$ cat src/rtl/shared_reg_pkg.sv
// Shared types and helpers for the round-robin shared-register arbiter.
// Holds the FSM state type, index sizing and the one-hot helper.
package shared_reg_pkg;

    typedef enum logic [0:0] {
        IDLE  = 1'b0,
        GRANT = 1'b1
    } arb_state_e;

    localparam int MAX_REQ   = 8;
    localparam int MAX_IDX_W = $clog2(MAX_REQ);

    // Widest one-hot vector; callers size-cast down to their requester count.
    function automatic logic [MAX_REQ-1:0] onehot(input logic [MAX_IDX_W-1:0] idx);
        logic [MAX_REQ-1:0] vec;
        vec      = {MAX_REQ{1'b0}};
        vec[idx] = 1'b1;
        return vec;
    endfunction

endpackage

$ cat src/rtl/rr_pick.sv
// Combinational round-robin picker: scans from ptr with wrap-around and
// returns the first requesting index, optionally skipping one excluded index.
module rr_pick #(
    parameter int NUM_REQ = 4,
    parameter int IDX_W   = 2
) (
    input  logic [NUM_REQ-1:0] req,
    input  logic [IDX_W-1:0]   ptr,
    input  logic               exclude_en,
    input  logic [IDX_W-1:0]   exclude_idx,
    output logic               any,
    output logic [IDX_W-1:0]   idx
);

    localparam logic [IDX_W-1:0] LAST_IDX = IDX_W'(NUM_REQ - 1);

    // Priority scan starting at ptr; the first eligible candidate is latched.
    always_comb begin : pick_scan
        logic [IDX_W-1:0] cand;
        logic             hit;
        any  = 1'b0;
        idx  = {IDX_W{1'b0}};
        cand = ptr;
        hit  = 1'b0;
        for (int i = 0; i < NUM_REQ; i++) begin
            hit  = req[cand] && !(exclude_en && (cand == exclude_idx));
            idx  = (hit && !any) ? cand : idx;
            any  = any | hit;
            cand = (cand == LAST_IDX) ? {IDX_W{1'b0}} : cand + IDX_W'(1);
        end
    end

endmodule

$ cat src/rtl/shared_reg_arbiter.sv
// Round-robin arbiter owning a single shared DATA_W-bit register; the granted
// requester writes it each cycle, with ownership bounded by a hold counter.
module shared_reg_arbiter
    import shared_reg_pkg::*;
#(
    parameter int NUM_REQ  = 4,
    parameter int DATA_W   = 8,
    parameter int MAX_HOLD = 4
) (
    input  logic                        clk,
    input  logic                        reset,
    input  logic [NUM_REQ-1:0]          req_i,
    input  logic [NUM_REQ*DATA_W-1:0]   data_i,
    output logic [NUM_REQ-1:0]          gnt_o,
    output logic [DATA_W-1:0]           q_o,
    output logic                        q_valid_o,
    output logic [$clog2(NUM_REQ)-1:0]  q_owner_o
);

    localparam int IDX_W  = $clog2(NUM_REQ);
    localparam int HOLD_W = $clog2(MAX_HOLD) + 1;
    localparam logic [HOLD_W-1:0] HOLD_MAX  = HOLD_W'(MAX_HOLD);
    localparam logic [HOLD_W-1:0] HOLD_ONE  = HOLD_W'(1);
    localparam logic [HOLD_W-1:0] HOLD_SAT  = {HOLD_W{1'b1}};
    localparam logic [IDX_W-1:0]  LAST_IDX  = IDX_W'(NUM_REQ - 1);

    arb_state_e          state_r, state_nxt_s;
    logic [NUM_REQ-1:0]  gnt_r, gnt_nxt_s;
    logic [IDX_W-1:0]    owner_r, owner_nxt_s;
    logic [IDX_W-1:0]    ptr_r, ptr_nxt_s;
    logic [HOLD_W-1:0]   hold_r, hold_nxt_s;
    logic [DATA_W-1:0]   q_r;
    logic                q_valid_r;
    logic [IDX_W-1:0]    q_owner_r;

    logic                wr_en_s;
    logic                owner_req_s;
    logic                pick_any_s;
    logic [IDX_W-1:0]    pick_idx_s;
    logic [IDX_W-1:0]    pick_next_ptr_s;
    logic [NUM_REQ-1:0]  pick_onehot_s;
    logic [DATA_W-1:0]   lane_s [NUM_REQ];

    for (genvar k = 0; k < NUM_REQ; k++) begin : g_lane
        assign lane_s[k] = data_i[k*DATA_W +: DATA_W];
    end

    // While granted, the current owner is excluded so a switch always moves on.
    rr_pick #(
        .NUM_REQ (NUM_REQ),
        .IDX_W   (IDX_W)
    ) u_pick (
        .req         (req_i),
        .ptr         (ptr_r),
        .exclude_en  (state_r == GRANT),
        .exclude_idx (owner_r),
        .any         (pick_any_s),
        .idx         (pick_idx_s)
    );

    assign owner_req_s     = req_i[owner_r];
    assign pick_next_ptr_s = (pick_idx_s == LAST_IDX) ? {IDX_W{1'b0}} : pick_idx_s + IDX_W'(1);
    assign pick_onehot_s   = NUM_REQ'(onehot(MAX_IDX_W'(pick_idx_s)));

    // Next-state, grant handover and hold-counter decisions.
    always_comb begin
        state_nxt_s = state_r;
        gnt_nxt_s   = gnt_r;
        owner_nxt_s = owner_r;
        ptr_nxt_s   = ptr_r;
        hold_nxt_s  = hold_r;
        wr_en_s     = 1'b0;
        case (state_r)
            IDLE: begin
                if (pick_any_s) begin
                    state_nxt_s = GRANT;
                    gnt_nxt_s   = pick_onehot_s;
                    owner_nxt_s = pick_idx_s;
                    ptr_nxt_s   = pick_next_ptr_s;
                    hold_nxt_s  = HOLD_ONE;
                end else begin
                    gnt_nxt_s   = {NUM_REQ{1'b0}};
                end
            end
            GRANT: begin
                if (owner_req_s) begin
                    wr_en_s = 1'b1;
                    if (hold_r >= HOLD_MAX) begin
                        hold_nxt_s = HOLD_ONE;
                        if (pick_any_s) begin
                            gnt_nxt_s   = pick_onehot_s;
                            owner_nxt_s = pick_idx_s;
                            ptr_nxt_s   = pick_next_ptr_s;
                        end else begin
                            gnt_nxt_s   = gnt_r;
                        end
                    end else begin
                        hold_nxt_s = (hold_r == HOLD_SAT) ? hold_r : hold_r + HOLD_W'(1);
                    end
                end else if (pick_any_s) begin
                    gnt_nxt_s   = pick_onehot_s;
                    owner_nxt_s = pick_idx_s;
                    ptr_nxt_s   = pick_next_ptr_s;
                    hold_nxt_s  = HOLD_ONE;
                end else begin
                    state_nxt_s = IDLE;
                    gnt_nxt_s   = {NUM_REQ{1'b0}};
                    hold_nxt_s  = {HOLD_W{1'b0}};
                end
            end
            default: begin
                state_nxt_s = IDLE;
                gnt_nxt_s   = {NUM_REQ{1'b0}};
                hold_nxt_s  = {HOLD_W{1'b0}};
            end
        endcase
    end

    // Arbitration state and the shared flop bank; reset wins over any write.
    always_ff @(posedge clk) begin
        if (reset) begin
            state_r   <= IDLE;
            gnt_r     <= {NUM_REQ{1'b0}};
            owner_r   <= {IDX_W{1'b0}};
            ptr_r     <= {IDX_W{1'b0}};
            hold_r    <= {HOLD_W{1'b0}};
            q_r       <= {DATA_W{1'b0}};
            q_valid_r <= 1'b0;
            q_owner_r <= {IDX_W{1'b0}};
        end else begin
            state_r   <= state_nxt_s;
            gnt_r     <= gnt_nxt_s;
            owner_r   <= owner_nxt_s;
            ptr_r     <= ptr_nxt_s;
            hold_r    <= hold_nxt_s;
            q_valid_r <= wr_en_s;
            if (wr_en_s) begin
                q_r       <= lane_s[owner_r];
                q_owner_r <= owner_r;
            end else begin
                q_r       <= q_r;
                q_owner_r <= q_owner_r;
            end
        end
    end

    assign gnt_o     = gnt_r;
    assign q_o       = q_r;
    assign q_valid_o = q_valid_r;
    assign q_owner_o = q_owner_r;

endmodule

$ cat config.mk
export PLATFORM = sky130hd
export DESIGN_NAME = shared_reg_arbiter
export DESIGN_NICKNAME = d
export VERILOG_FILES = /design/src/rtl/shared_reg_pkg.sv /design/src/rtl/rr_pick.sv /design/src/rtl/shared_reg_arbiter.sv
export SDC_FILE = /design/constraint.sdc
export NUM_CORES = 1
export LEC_CHECK = 0
export ABC_AREA = 1
export CAP_MARGIN = 15
export CORE_MARGIN = 2
export CORE_UTILIZATION = 45
export DETAILED_ROUTE_END_ITERATION = 10
export GPL_TIMING_DRIVEN = 0
export PLACE_DENSITY = 0.77
export SYNTH_ARGS = -nofsm -noshare
export SYNTH_HDL_FRONTEND = slang
export SYNTH_HIERARCHICAL = 1
export SYNTH_SLANG_ARGS = --single-unit
export TNS_END_PERCENT = 5
$ cat constraint.sdc
create_clock -name clk -period 3.7 [get_ports clk]
set_clock_uncertainty 0.15 [all_clocks]
set_input_delay 0.74 -clock clk [delete_from_list [all_inputs] [get_ports clk]]
set_output_delay 0.74 -clock clk [all_outputs]
set_load 0.05 [all_outputs]
==> run_results.csv <==
group,metric,value,unit
final_layout,area.sequential,460,um^2
clock_network,clock_latency,260,ps
clock_network,cts.sink_count,23,
clock_network,clk_pin_slew,80,ps
clock_network,clockBufferDepth,2,
timing,finalHoldViolations,0,
power_and_ir_drop,switchingPower,0.00112,W
power_and_ir_drop,sw_frac_of_total,54.2,%
worst_hold_path,hold_path_class,"flop to flop",
critical_path,worst_setup_path_start_kind,"input port",
timing,fmax,362,MHz
place,placedCellCount,367,
timing,min_period,2760,ps
final_layout,fin_nets,370,
yosys,ys.flop_type,"dfxtp_1",
timing,fin_crit_sh,74.6,%
timing,finalSetupViolations,0,
flow_run,timing.max_cap.violations,0,
drt,wl_per_cell,12.1,um
grt,met2_usage,38.0,%
clock_network,hold_buffers,0,
critical_path,endpoint,"hold_r[0]",
timing,worst_pin_slew,532,ps
yosys,synth_nets,314,
grt,grt_pass1_wl,7580,um
timing,slew_violations,0,
critical_path,crit_path_start,"req_i[1]",
timing,setup_ws,941,ps
clock_network,h-tree-depth,1,
final_layout,stdcell_count,371,
critical_path,required,3760,ps
critical_path,rr_endpoint,"ptr_r[1]",
drt,wirelength,4490,um
floorplanning,die_area,4360,um^2
final_layout,diodes,0,
yosys,yosysUniqueCellTypes,25,
drt,avgViaCountPerCell,5.06,
yosys,synth_edf_count,0,
final_layout,final_cell_area,2350,um^2
yosys,netlist_instances,268,
critical_path,slowest_stage,"clkdlybuf4s50_1",
power_and_ir_drop,combinationalPowerShare,72.4,%
power_and_ir_drop,internal-power,0.000945,W
yosys,netlist.area_leader.share,26.6,%
yosys,avgSynthCellArea,6.47,um^2
yosys,syn_area,1730,um^2
place,dpl.hpwl,3460,um
critical_path,r2r-start,"ptr_r[0]",
status,status,"finished clean",
timing,slew_headroom,64.4,%
drt,first_iter_violations,67,
grt,grt_max_degree,13,
yosys,ys_seq_area_share,26.6,%
final_layout,area_growth,35.5,%
floorplanning,io-pin-count,53,
clock_network,cts_setup_buffers,0,
floorplanning,die_height,66.1,um
yosys,synth.most_common_cell,"nand2_1",
place,pre_cts_ws,684,ps
drt,drc,0,
final_layout,drive_gt1_share,11.1,%
drt,dr.pass1.iters,4,
clock_network,cts_tree,"done",
power_and_ir_drop,ir_drop,0.542,mV
floorplanning,core-area,3690,um^2
final_layout,multi_input_area,1110,um^2
critical_path,arrival,2820,ps
clock_network,cts_resized,0,
yosys,synth-async-reset-ratio,0,%
final_layout,fill_cells,368,
timing,rsz0062_at_grt,"false",
floorplanning,start_util,47.0,%
floorplanning,die_x,66.1,um
grt,grt_pass1_vias,1698,
grt,track_usage,22.1,%
drt,num_vias,1878,
critical_path,crit_path_max_incr_delay,590,ps
power_and_ir_drop,p_leak,1.07,nW
place,portBuffers,51,
yosys,ys_top_cells_by_area,"dfxtp_1 27%, nand2_1 11%, nor2_1 10%, o21ai_0 8.7%, nand3_1 7.2%",
grt,grt_overflow_total,0,
critical_path,ff2ff_path_depth,16,
grt,gr-max-usage-layer,"met2",
clock_network,clock-root-buffer,"clkbuf_8",
grt,antenna_found_initial,0,
grt,met1_usage,27.8,%
place,place_congestion,0.778,
power_and_ir_drop,powerDensity,879,nW/um^2
yosys,synth_seq_cells,23,
place,place_area,2300,um^2
critical_path,path_cells,"clkdlybuf4s50_1 -> nand2_1 -> nand3_1 -> nand2_1 -> nor2_1 -> nor2_4 -> nand3_1 -> clkbuf_1 -> inv_1 -> nand2_1 -> nand2_1 -> nand2_1 -> nand2_1 -> nor2_1",
yosys,yosysWarnings,6,
drt,ant_nets,0,
yosys,synth_common_cells,"51 x nand2_1, 48 x nor2_1, 30 x o21ai_0, 25 x nand3_1, 23 x dfxtp_1",
clock_network,cts-buffers-inserted,3,
critical_path,crit_type,"input port to flop",
yosys,synth_largest_area_cell,"dfxtp_1",
critical_path,path_max_fanout,8,
grt,met3_usage,4.94,%
critical_path,crit_path_end_kind,"flop",
power_and_ir_drop,p_clk_share,7.5,%
critical_path,cpMostUsedCell,"nand2_1",
floorplanning,rows,22,
power_and_ir_drop,p_seq_share,20.1,%
critical_path,r2r_setup_slack,1050,ps
timing,fin_setup_tns,0,ps
critical path: cells and delay by family:
| kind | cells | cell delay, ps |
|---|---|---|
| AND/OR/NAND/NOR | 11 | 1090 |
| buffers and inverters | 3 | 990 |
through the flow:
step,utilization [%],total power [W],hold WS (ps)
final,63.7,0.00206,334
after global routing,63.7,0.00226,361
after CTS,63.7,0.00207,333
after detailed placement,62.4,0.00190,322
after global placement,62.4,0.00188,318
after floorplan,-,0.00153,327
layout make-up:
type	instances	share of cell area (%)
tap	48	2.56
inverter	26	4.16
buffer	9	2.66
timing repair buffer	51	21.7
sequential	23	19.6
clock buffer	4	1.92
multi-input combinational	210	47.4
kinds of logic after synthesis:
family	Yosys count	share of synthesized area (%)
buffers and inverters	35	9.24
xor gates and xnor gates	1	0.506
AOI/OAI and AO/OA	49	14.7
DFF	23	26.6
adders and majority gates	8	5.78
and+or+nand+nor	152	43.2
cells in the final DEF (no fill, tap or decap):
master	count
ha_1	8
xor2_1	1
clkbuf_8	3
nor2_1	48
a21oi_1	10
nand2_2	9
dfxtp_1	23
buf_6	2
o21ai_1	1
nand2_4	2
buf_8	1
or2_2	1
nor2_8	1
nand3_1	25
nand3_2	4
inv_2	5
o21ai_0	30
clkdlybuf4s50_1	51
nor2_2	1
o22ai_1	8
inv_1	21
nand3_4	2
nand4_1	5
buf_2	2
nand2_1	51
nor2_4	3
clkbuf_1	5
power by group through the flow:
stage	sequential, W	clock, W	combinational (W)
2_1_floorplan	0.000581	0	0.000948
3_3_place_gp	0.000415	0	0.00146
3_5_place_dp	0.000415	0	0.00148
4_1_cts	0.000413	0.000159	0.00150
5_1_grt	0.000425	0.000168	0.00167
6_report	0.000414	0.000155	0.00149
state kept, by name (all words and copies together) (netlist names):
signal / count
q_o: 8
gnt_o: 4
hold_r: 3
owner_r: 2
ptr_r: 2
q_owner_o: 2
q_valid_o: 1
state_r: 1
per-layer routing:
metal,part of all wire [%],vias to the layer above
met5,0,-
met4,1.1,0
met3,5.8,6
met2,47,44
met1,46,841
li1,-,987
worst min path at each step:
stage	startpoint	endpoint	slack [ps]	cells past startpoint
2_1_floorplan	hold_r[1]	hold_r[1]	330	2
3_5_place_dp	gnt_o[2]	gnt_o[2]	320	2
3_3_place_gp	gnt_o[2]	gnt_o[2]	320	2
4_1_cts	gnt_o[2]	gnt_o[2]	330	2
6_report	gnt_o[2]	gnt_o[2]	330	2
5_1_grt	gnt_o[3]	gnt_o[3]	360	2
Note: power is estimated with default switching activity, not from simulation.
